==> src/rtl/aclk_key_ctrl.sv <==
// Key-entry controller for the alarm clock: shift pulses, commit pulses, display select and entry timeout.
// Optional feature macro: ACLK_KEY_TIMEOUT_EN enables the inactivity timeout counter.
module aclk_key_ctrl #(
  parameter int unsigned TIMEOUT_S = 10,
  parameter logic [3:0]  NOKEY     = 4'hA
) (
  input  logic       clock,
  input  logic       reset,
  input  logic       one_second,
  input  logic [3:0] key,
  input  logic       alarm_button,
  input  logic       time_button,
  output logic       shift,
  output logic       show_new_time,
  output logic       show_a,
  output logic       load_new_a,
  output logic       load_new_c,
  output logic [2:0] fsm_state
);

  typedef enum logic [2:0] {
    SHOW_TIME        = 3'd0,
    KEY_ENTRY        = 3'd1,
    KEY_STORED       = 3'd2,
    SHOW_ALARM       = 3'd3,
    SET_ALARM_TIME   = 3'd4,
    SET_CURRENT_TIME = 3'd5,
    KEY_WAITED       = 3'd6
  } state_t;

  state_t state_r;
  state_t next_state_s;
  logic   timeout_s;
  logic   key_idle_s;

  assign key_idle_s = (key == NOKEY);

`ifdef ACLK_KEY_TIMEOUT_EN
  localparam logic [3:0] TIMEOUT_V = 4'(TIMEOUT_S);
  logic [3:0] count_r;

  // Inactivity counter: runs only while an entry is pending, saturates at the limit
  always_ff @(posedge clock) begin
    if (!reset) begin
      count_r <= 4'd0;
    end else if ((state_r == KEY_WAITED) || (state_r == KEY_ENTRY)) begin
      if (one_second && (count_r != TIMEOUT_V)) begin
        count_r <= count_r + 4'd1;
      end else begin
        count_r <= count_r;
      end
    end else begin
      count_r <= 4'd0;
    end
  end

  assign timeout_s = (count_r == TIMEOUT_V);
`else
  logic unused_one_second_s;
  assign unused_one_second_s = one_second;
  assign timeout_s           = 1'b0;
`endif

  // State register
  always_ff @(posedge clock) begin
    if (!reset) begin
      state_r <= SHOW_TIME;
    end else begin
      state_r <= next_state_s;
    end
  end

  // Next-state logic; buttons outrank timeout, which outranks a new key
  always_comb begin
    next_state_s = SHOW_TIME;
    case (state_r)
      SHOW_TIME: begin
        if (alarm_button) begin
          next_state_s = SHOW_ALARM;
        end else if (!key_idle_s) begin
          next_state_s = KEY_STORED;
        end else begin
          next_state_s = SHOW_TIME;
        end
      end
      KEY_STORED: next_state_s = KEY_WAITED;
      KEY_WAITED: begin
        if (key_idle_s) begin
          next_state_s = KEY_ENTRY;
        end else if (timeout_s) begin
          next_state_s = SHOW_TIME;
        end else begin
          next_state_s = KEY_WAITED;
        end
      end
      KEY_ENTRY: begin
        if (alarm_button) begin
          next_state_s = SET_ALARM_TIME;
        end else if (time_button) begin
          next_state_s = SET_CURRENT_TIME;
        end else if (timeout_s) begin
          next_state_s = SHOW_TIME;
        end else if (!key_idle_s) begin
          next_state_s = KEY_STORED;
        end else begin
          next_state_s = KEY_ENTRY;
        end
      end
      SHOW_ALARM: begin
        if (alarm_button) begin
          next_state_s = SHOW_ALARM;
        end else begin
          next_state_s = SHOW_TIME;
        end
      end
      SET_ALARM_TIME:   next_state_s = SHOW_TIME;
      SET_CURRENT_TIME: next_state_s = SHOW_TIME;
      default:          next_state_s = SHOW_TIME;
    endcase
  end

  // Moore outputs, registered from the state being entered so they track state_r exactly
  always_ff @(posedge clock) begin
    if (!reset) begin
      shift         <= 1'b0;
      show_new_time <= 1'b0;
      show_a        <= 1'b0;
      load_new_a    <= 1'b0;
      load_new_c    <= 1'b0;
    end else begin
      shift         <= (next_state_s == KEY_STORED);
      show_new_time <= (next_state_s == KEY_STORED) || (next_state_s == KEY_WAITED) ||
                       (next_state_s == KEY_ENTRY);
      show_a        <= (next_state_s == SHOW_ALARM);
      load_new_a    <= (next_state_s == SET_ALARM_TIME);
      load_new_c    <= (next_state_s == SET_CURRENT_TIME);
    end
  end

  assign fsm_state = state_r;

endmodule

==> config.mk <==
export PLATFORM = sky130hd
export DESIGN_NAME = aclk_key_ctrl
export DESIGN_NICKNAME = d
export VERILOG_FILES = /design/src/rtl/aclk_key_ctrl.sv
export SDC_FILE = /design/constraint.sdc
export NUM_CORES = 1
export LEC_CHECK = 0
export ABC_AREA = 1
export BUFFER_PORTS_ARGS = -buffer_cell sky130_fd_sc_hd__buf_2
export CAP_MARGIN = 20
export CORE_AREA = 2 2 39 41
export DETAILED_ROUTE_END_ITERATION = 7
export DIE_AREA = 0 0 41 43
export PLACE_DENSITY_LB_ADDON = 0.3
export SETUP_SLACK_MARGIN = 0.02
export SYNTH_ARGS = -nofsm -noshare
export SYNTH_HDL_FRONTEND = slang
export SYNTH_SLANG_ARGS = --single-unit
==> constraint.sdc <==
create_clock -name clock -period 1.4 [get_ports clock]
set_clock_uncertainty 0.15 [all_clocks]
set_input_delay 0.28 -clock clock [delete_from_list [all_inputs] [get_ports clock]]
set_output_delay 0.28 -clock clock [all_outputs]
set_load 0.02 [all_outputs]
# After elaboration in Yosys (flattened, before gate mapping)
# Index checks and enable logic that the tools add are counted.
# totals
regBits	8
word_cells	28
in_bits	9
output_inout_bits	8
# op_classes
mux	8
n_reduce_logical	3
n_eq_ne	11
# op_table
op	n
3-bit case mux with 5 select lines	1
3-bit by 2-bit equality test with 1-bit output (second input constant)	4
3-bit equality test (second input constant)	4
3-bit two-way mux	3
2-bit two-way mux	4
3-bit by 1-bit equality test with 1-bit output (second input constant)	2
4-bit equality test (second input constant)	1
3-bit zero test	1
1-bit logical OR	2

# Depth between registers and ports, before layout
# Gate-level depths: netlist of the first run.
# depth
depth_word	8
ltp_mapped	9
ltp_nobuf	9

# Worst setup path before layout of the first run
# Ideal clock, no wire load.
# synth_path
kind	reg-to-reg
startpoint	reg state_r[0] (netlist: fsm_state[0])
endpoint	reg show_new_time
arrival_ps	1084
period_less_slack_ps	1347
path_stages_with_launch	8
slack_ps	53
n_path_buf	0
path_cell_list	dfxtp_1 nand2_1 nand3_2 nand2_1 nor2_4 nor2_4 nand3_1 nand2_1
# synth_via
elab_chain_cells	5
word_cells_on_any_way	11
cone_classes	eq/ne (7); mux (1); reduce/logical (3)
# synth_rtl
element	line	text
start: declaration	31	state_t state_r;
start signal: assignment	69	state_r <= next_state_s;
3-bit by 2-bit equality test with 1-bit output, or another cell as far along	76	case (state_r)
3-bit case mux with 5 select lines *	76	
3-bit by 2-bit equality test with 1-bit output / 3-bit equality test (equally long branches)	132	show_new_time <= (next_state_s == KEY_STORED) || (next_state_s == KEY_WAITED) ||
1-bit logical OR	132	
1-bit logical OR *	132	
end signal: assignment	132	
end: declaration	14	output logic show_new_time,
# Every way passes the cells marked *; elsewhere a longest branch is shown, timed or not.
# A chain may end at the register's enable or synchronous reset.

# Worst setup path after layout of the first run
# layout_path
startpoint	reg state_r[2] (netlist: fsm_state[2])
endpoint	reg shift
# layout_via
elab_chain_cells	3
word_cells_on_any_way	7
cone_classes	eq/ne (5); mux (1); reduce/logical (1)
# layout_rtl
element	line	text
3-bit by 2-bit equality test with 1-bit output, or another cell as far along	76	
3-bit case mux with 5 select lines *	76	
3-bit by 2-bit equality test with 1-bit output *	131	shift <= (next_state_s == KEY_STORED);
end signal: assignment	131	
end: declaration	13	output logic shift,
# Marked as above.

==> results of run 1 <==
[cells in the mapped netlist]
master    number
nand2_1       15
a21oi_2        1
nor2_1        11
nor2_4         2
nor3_1         2
nand3_1        4
dfxtp_1        8
inv_2          1
nand3_2        2
o211ai_1       1
nand2_2        1
nor2_2         1
inv_1         13
[state kept, by name, summed over array words and instances (netlist names)]
name,count
show_new_time,1
load_new_a,1
shift,1
show_a,1
load_new_c,1
fsm_state,3
[power by group through the flow]
stage	Clock [mW]	Sequential [mW]	Combinational (mW)
floorplan	0	0.320	0.125
global placement	0	0.283	0.223
detailed placement	0	0.284	0.222
CTS	0.182	0.279	0.224
global route	0.193	0.289	0.255
finish	0.172	0.285	0.226
[repair_timing]
| item | CTS | global route |
|---|---|---|
| endpoints found under the setup margin | 0 | 4 |
| hold buffers | 0 | 0 |
| gates resized for setup | 0 | 6 |
[critical path, stage by stage, from the launching register on]
cell	delay, ns
dfxtp_2	0.35
nor2_2	0.15
nand3_2	0.10
nor2_2	0.14
nor2_1	0.05
nand2_1	0.10
nand3_2	0.09
nor2_2	0.08
[metal layers]
| metal | vias up | track usage, % | wire (um) |
|---|---|---|---|
| li1 | 221 | - | - |
| met1 | 161 | 12.1 | 377 |
| met2 | 12 | 15.6 | 375 |
| met3 | 2 | 1.57 | 42 |
| met4 | 0 | 10.0 | 18 |
| met5 | - | 0 | 0 |
[final timing paths]
| kind | to |
|---|---|
| max reg2reg | shift |
| min | fsm_state[2] |
| min reg2reg | show_a |
| max | shift |
[stage by stage]
step	power (mW)	area [um2]	hold WS, ns
finish	0.683	543	0.141
global route	0.738	543	0.155
CTS	0.685	529	0.133
detailed placement	0.506	507	0.401
global placement	0.506	507	0.406
floorplan	0.445	412	0.264
[cell families after synthesis]
group | synth area share, %
compound gates | 3.95
buf+inv | 12.8
flops | 38.9
simple gates | 44.4
[cell type report]
class	instances	area, um2
well taps	16	20.0
inverters	14	52.6
flip-flops and latches	8	164
multi-input cells	40	209
clock buffers	3	22.5
fillers	157	841
repair buffers	15	75.1
==> flow_summary.yaml, run 1 <==
worst_setup_path:
  startpoint: "fsm_state[2]"
  rr_worst_depth: 7
  r2r-start: "fsm_state[2]"
  crit_fanout: 6
  worst-setup-path-type: "flip-flop to flip-flop"
  required_ns: 1.44
  cp-end-kind: "flip-flop"
  crit_path_start_kind: "flip-flop"
  r2r_slack_ns: 0.12
  cp.arrival_ns: 1.32
placed_design:
  dp_cells: 93
  dp_hpwl_um: 619
  routabilityCongestion: 0.723
  place_ws_ns: 0.0433
  io_buffers: 15
sta:
  setup_viol: 0
  hold_viol_final: 0
  worst_slack_ns: 0.124
  slew_violations: 0
  tightest_slew_ns: 0.164
  fmax_mhz: 784
  fin_crit_ns: 1.28
  rsz0062_at_grt: "false"
  post-route-period-util_pct: 91.1
  setup_total_negative_slack_ns: 0
  timing.slew.headroom_pct: 89.0
worst_hold_path:
  hp-class: "input port to flip-flop"
  hold_depth: 3
  hp-start: "reset"
power_and_ir_drop:
  peakVddDrop_mv: 0.542
  power_density_mw_per_mm2: 1260
  seq_power_share_pct: 41.7
  p_sw_uw: 246
  p_leak_nw: 0.312
  combPwrFrac_pct: 33.1
  power.internal_uw: 437
  swShare_pct: 36.0
  clock_power_share_pct: 25.2
synth:
  yosys.area.top_type: "dfxtp_1"
  netlist.area_leader.share_pct: 38.9
  syn_avg_cell_area_um2: 6.64
  ys_ff_latch: 8
  yosysWarnings: 0
  syn-num-nets: 71
  synthTopCellsByArea: "dfxtp_1, nand2_1, inv_1, nor2_1, nor2_4"
  ys_seq_area_share_pct: 38.9
  syn-cell-area_um2: 412
  ys_types: 13
  synth_cells: 62
outcome:
  status: "finished clean"
floorplanning:
  start_util_pct: 29.7
  dieArea_mm2: 0.00176
  row_count: 14
  die_w_um: 41
  die_y_um: 43
  core_area_mm2: 0.00138
  ioPinCount: 17
grt:
  grt_max_degree: 7
  grt_overflow: 0
  grt_pass1_wl_um: 1200
  track_usage_pct: 10.6
  grt_pass1_vias: 347
  antenna_found_initial: 0
finish:
  syn2layout_area_growth_pct: 31.9
  final_cell_mix: "nand2_1, buf_2, inv_1, nor2_1, dfxtp_1"
  post-route-util_pct: 39.2
  layout-drive-gt1-share_pct: 40.0
  nNetsFinal: 91
  layout.cells.non_filler: 96
  antenna_cells: 0
clock_tree:
  cts_buffers: 3
  clk_latency_ns: 0.25
  cts_tree: "built"
  cts_setup_buffers: 0
  htreeDepth: 1
  path_clk_slew_ns: 0.05
  ctsRootBufferMaster: "clkbuf_4"
  clock-sinks: 8
  cts_buffer_depth: 2
route:
  postRouteAntennaNets: 0
  first_pass_iters: 2
  wirelength_um: 813
  first_iter_violations: 3
  wl_per_cell_um: 8.47
  vias: 396
  vias_per_cell: 4.13
  drc: 0
run:
  drv_cap: 0
Power figures use the tool's default switching activity.
==> run 2, diff against run 1 <==
--- a/config.mk
+++ b/config.mk
@@ -6,11 +6,11 @@
 export NUM_CORES = 1
 export LEC_CHECK = 0
 export ABC_AREA = 1
-export BUFFER_PORTS_ARGS = -buffer_cell sky130_fd_sc_hd__buf_2
 export CAP_MARGIN = 20
 export CORE_AREA = 2 2 39 41
 export DETAILED_ROUTE_END_ITERATION = 7
 export DIE_AREA = 0 0 41 43
+export DONT_BUFFER_PORTS = 1
 export PLACE_DENSITY_LB_ADDON = 0.3
 export SETUP_SLACK_MARGIN = 0.02
 export SYNTH_ARGS = -nofsm -noshare
==> run 2 against run 1 <==
Against the previous run:
- power down 3.5%
- sequential share of layout area up 3.6 points
- sequential power is 8.8% higher
- sequential cell count is the same
- combinational power down 21%
- non-clock buffer count is 12 lower
- critical path type unchanged
==> flow_summary.yaml, run 2 (synthesized netlist as in run 1, its figures left out) <==
outcome:
  status: "finished clean"
grt:
  antenna_found_initial: 0
  grt_overflow: 0
  grt_pass1_wl_um: 1210
  grt_pass1_vias: 324
  grt_max_degree: 7
  track_usage_pct: 10.5
sta:
  whs_ns: 0.0188
  fin_crit_ns: 1.30
  setup_viol: 0
  fmax_mhz: 766
  hold_viol_final: 0
  post-route-period-util_pct: 93.2
  tightest_slew_ns: 0.211
  slew_violations: 0
  timing.slew.headroom_pct: 85.9
route:
  vias: 366
  first_iter_violations: 1
  first_pass_iters: 2
  vias_per_cell: 4.36
  drc: 0
  postRouteAntennaNets: 0
  wl_per_cell_um: 9.68
  wirelength_um: 813
floorplanning:
  dieArea_mm2: 0.00176
  ioPinCount: 17
  row_count: 14
  die_y_um: 43
  core_area_mm2: 0.00138
  start_util_pct: 29.7
  die_w_um: 41
power_and_ir_drop:
  power.internal_uw: 426
  power_density_mw_per_mm2: 1360
  p_sw_uw: 234
  finalPower_uw: 659
  combPwrFrac_pct: 27.1
  seq_power_share_pct: 47.1
  swShare_pct: 35.5
  clock_power_share_pct: 25.8
  peakVddDrop_mv: 0.550
  p_leak_nw: 0.259
run:
  drv_cap: 0
finish:
  final_cell_mix: "nand2_1, inv_1, nor2_1, dfxtp_1, nand3_1"
  final_common_cell: "nand2_1"
  nNetsFinal: 79
  largest_reg_flops: 3
  fill_cells: 148
  layout.cells.non_filler: 84
  syn2layout_area_growth_pct: 17.9
  layout-drive-gt1-share_pct: 27.9
  antenna_cells: 0
clock_tree:
  cts_buffers: 3
  cts_tree: "built"
  htreeDepth: 1
  clk_latency_ns: 0.25
  path_clk_slew_ns: 0.05
  cts_buffer_depth: 2
  ctsRootBufferMaster: "clkbuf_4"
  post_cts_resized: 0
  cts_setup_buffers: 0
  clock-sinks: 8
  cts_hold_buf: 0
worst_setup_path:
  crit_top_cell: "nor2_2"
  cp.arrival_ns: 1.34
  cp-end-kind: "flip-flop"
  max_stage_delay_ns: 0.35
  worst-setup-path-type: "flip-flop to flip-flop"
  crit_slowest_cell: "dfxtp_2"
  crit_fanout: 6
  crit_path_start_kind: "flip-flop"
  path_cells: "nor2_2, nand3_1, nor2_2, nor2_1, nand2_1, nand3_2, nor2_2"
  required_ns: 1.44
placed_design:
  io_buffers: 0
  dp_hpwl_um: 640
  routabilityCongestion: 0.710
  dp_cells: 81
worst_hold_path:
  hp-class: "input port to flip-flop"
## run 2: path summary, 6_finish.rpt
check               start  endpoint  slack [ns]  cells past startpoint
max          fsm_state[2]     shift         0.1                      7
min                 reset     shift        0.02                      2
max reg2reg  fsm_state[2]     shift         0.1                      7
min reg2reg  fsm_state[1]    show_a        0.49                      4
## run 2: critical path: cells and delay by family, from the launching register on
family           cells  cell delay, ns
DFF                  1            0.35
and+or+nand+nor      7            0.74
## run 2: routing by layer
metal | up-vias | track usage [%] | wire length [um]
li1 | 195 | - | -
met1 | 157 | 10.8 | 341
met2 | 12 | 15.6 | 387
met3 | 2 | 3.14 | 65
met4 | 0 | 10.0 | 19
met5 | - | 0 | 0
## run 2: power by group through the flow
stage                     registers [mW]  logic [mW]  clock network [mW]
after global placement             0.310       0.178                   0
after global routing               0.315       0.206               0.192
after CTS                          0.306       0.181               0.177
final                              0.310       0.179               0.170
after detailed placement           0.311       0.180                   0
after floorplan                    0.320       0.125                   0
## run 2: layout make-up
cell class                      instances  area, um2  area share (%)
Timing Repair Buffer                    3       22.5            4.64
Multi-Input combinational cell         40        204            42.0
Inverter                               14       52.6            10.8
Tap cell                               16       20.0            4.12
Sequential cell                         8        164            33.8
Clock buffer                            3       22.5            4.64
## run 2: per-stage QoR
stage	area [um2]	setup slack (ns)	TNS, ns	util, %
after global placement	454	0.0837	0	32.8
after floorplan	412	0.0531	0	-
after global routing	485	-0.0191	-0.0370	35.1
after CTS	477	0.0370	0	34.4
final	485	0.0952	0	35.1
after detailed placement	454	0.0574	0	32.8
==> run 3, diff against run 2 <==
--- a/config.mk
+++ b/config.mk
@@ -5,7 +5,6 @@
 export SDC_FILE = /design/constraint.sdc
 export NUM_CORES = 1
 export LEC_CHECK = 0
-export ABC_AREA = 1
 export CAP_MARGIN = 20
 export CORE_AREA = 2 2 39 41
 export DETAILED_ROUTE_END_ITERATION = 7
==> run 3 against run 2 <==
Against the previous run:
- first-iteration DRC count rose to 7.0 times the previous value
- final cell count fell by 21%
- die area is the same
- synthesized cell count shrank 32%
- fmax decreased by 2.1%
- synthesized area decreased by 5.5%
- non-clock buffer count increased by 3
- critical endpoint is now fsm_state[0]
==> flow_summary.yaml, run 3 <==
synth:
  yosysWarnings: 0
  synth_common_cells: "dfxtp_1, nor2_1, o21ai_1, nand2b_1"
  ys_types: 20
  synth_cells: 42
  synth_most_common_cell: "dfxtp_1"
  ys_ff_latch: 8
  synth-edff-count: 0
  synthFlopType: "dfxtp_1"
  synthTopCellsByArea: "dfxtp_1, o21ai_1, nand2b_1, nor2_1, nand4b_1"
  yosys.area.top_type: "dfxtp_1"
  netlist.area_leader.share_pct: 41.2
  syn-cell-area_um2: 389
  ys_seq_area_share_pct: 41.2
  syn-num-nets: 51
  synthArstFlopShare_pct: 0
  syn_avg_cell_area_um2: 9.26
placed_design:
  routabilityCongestion: 0.807
  dp_cells: 61
  io_buffers: 0
  dpl-instance-area_um2: 428
  place_ws_ns: 0.0901
  dp_hpwl_um: 632
route:
  vias_per_cell: 4.88
  postRouteAntennaNets: 0
  vias: 322
  drc: 0
  wirelength_um: 821
  wl_per_cell_um: 12.4
  first_iter_violations: 7
  first_pass_iters: 2
sta:
  whs_ns: 0.0120
  tightest_slew_ns: 0.269
  post-route-period-util_pct: 95.2
  rsz0062_at_grt: "false"
  setup_viol: 0
  hold_viol_final: 0
  worst_slack_ns: 0.0678
  slew_violations: 0
  fin_crit_ns: 1.33
  setup_total_negative_slack_ns: 0
  timing.slew.headroom_pct: 81.8
  fmax_mhz: 751
floorplanning:
  die_w_um: 41
  die_y_um: 43
  row_count: 14
  core_area_mm2: 0.00138
  ioPinCount: 17
  dieArea_mm2: 0.00176
  start_util_pct: 28.1
clock_tree:
  cts_hold_buf: 2
  cts_buffer_depth: 2
  post_cts_resized: 0
  htreeDepth: 1
  ctsRootBufferMaster: "clkbuf_4"
  cts_tree: "built"
  path_clk_slew_ns: 0.05
  cts_setup_buffers: 0
  clock-sinks: 8
  clk_latency_ns: 0.24
  cts_buffers: 3
grt:
  grt_overflow: 0
  grt_pass1_vias: 357
  track_usage_pct: 12.0
  antenna_found_initial: 0
  grt_max_degree: 9
  grt_pass1_wl_um: 1450
worst_setup_path:
  crit_slowest_cell: "dfxtp_1"
  crit_path_start_kind: "flip-flop"
  r2r-start: "fsm_state[0]"
  cp_top_family: "flip-flops"
  required_ns: 0.97
  max_stage_delay_ns: 0.46
  cp-end-kind: "output pin"
  cp_num_buf_inv: 1
  path_cells: "buf_4"
  cp.arrival_ns: 0.90
  worst-setup-path-type: "flip-flop to output pin"
  crit_fanout: 7
  startpoint: "fsm_state[0]"
worst_hold_path:
  hp-start: "reset"
  hp-class: "input port to flip-flop"
finish:
  final_common_cell: "dfxtp_1"
  nNetsFinal: 61
  largest_reg_flops: 3
  antenna_cells: 0
  final_cell_mix: "dfxtp_1, nor2_1, o21ai_1, buf_4"
  layout.cells.non_filler: 66
  fill_cells: 151
  layout-drive-gt1-share_pct: 22.0
  final_area_um2: 470
  syn2layout_area_growth_pct: 20.9
  post-route-util_pct: 34.0
run:
  drv_cap: 0
power_and_ir_drop:
  finalPower_uw: 875
  p_leak_nw: 0.183
  peakVddDrop_mv: 0.583
  power_density_mw_per_mm2: 1860
outcome:
  status: "finished clean"
## run 3: logic make-up (layout without fill, tap and decap cells)
kind of cell	after synthesis	in the layout	synth area share, %
flip-flops	8	8	41.2
buffers and inverters	1	9	2.89
AND/OR/NAND/NOR	24	24	39.6
AO/OA/AOI/OAI	9	9	16.4
## run 3: worst paths after layout
path	endpoint	slack [ns]	cells after the start
worst min register to register	fsm_state[1]	0.51	3
worst min-delay path	fsm_state[0]	0.01	1
worst max-delay path	fsm_state[0]	0.07	1
worst max register to register	fsm_state[0]	0.10	4
## run 3: area by class of cell
cell class	instances	area (um2)	area share (%)
Tap cell	16	20.0	4.26
Clock buffer	3	22.5	4.79
Multi-Input combinational cell	33	218	46.3
Timing Repair Buffer	6	50.0	10.6
Sequential cell	8	160	34.0
## run 3: metal layers
layer  part of all wire, %  global-route usage (%)
met3                   3.3                    6.81
met1                    45                    14.5
met4                     0                    2.00
met2                    52                    18.1
met5                     0                       0
## run 3: power by group
group	internal (mW)	switching [mW]	leakage, nW
clock	0.0972	0.0656	0.0138
combinational	0.161	0.176	0.103
sequential	0.286	0.0886	0.0659
total	0.544	0.331	0.183
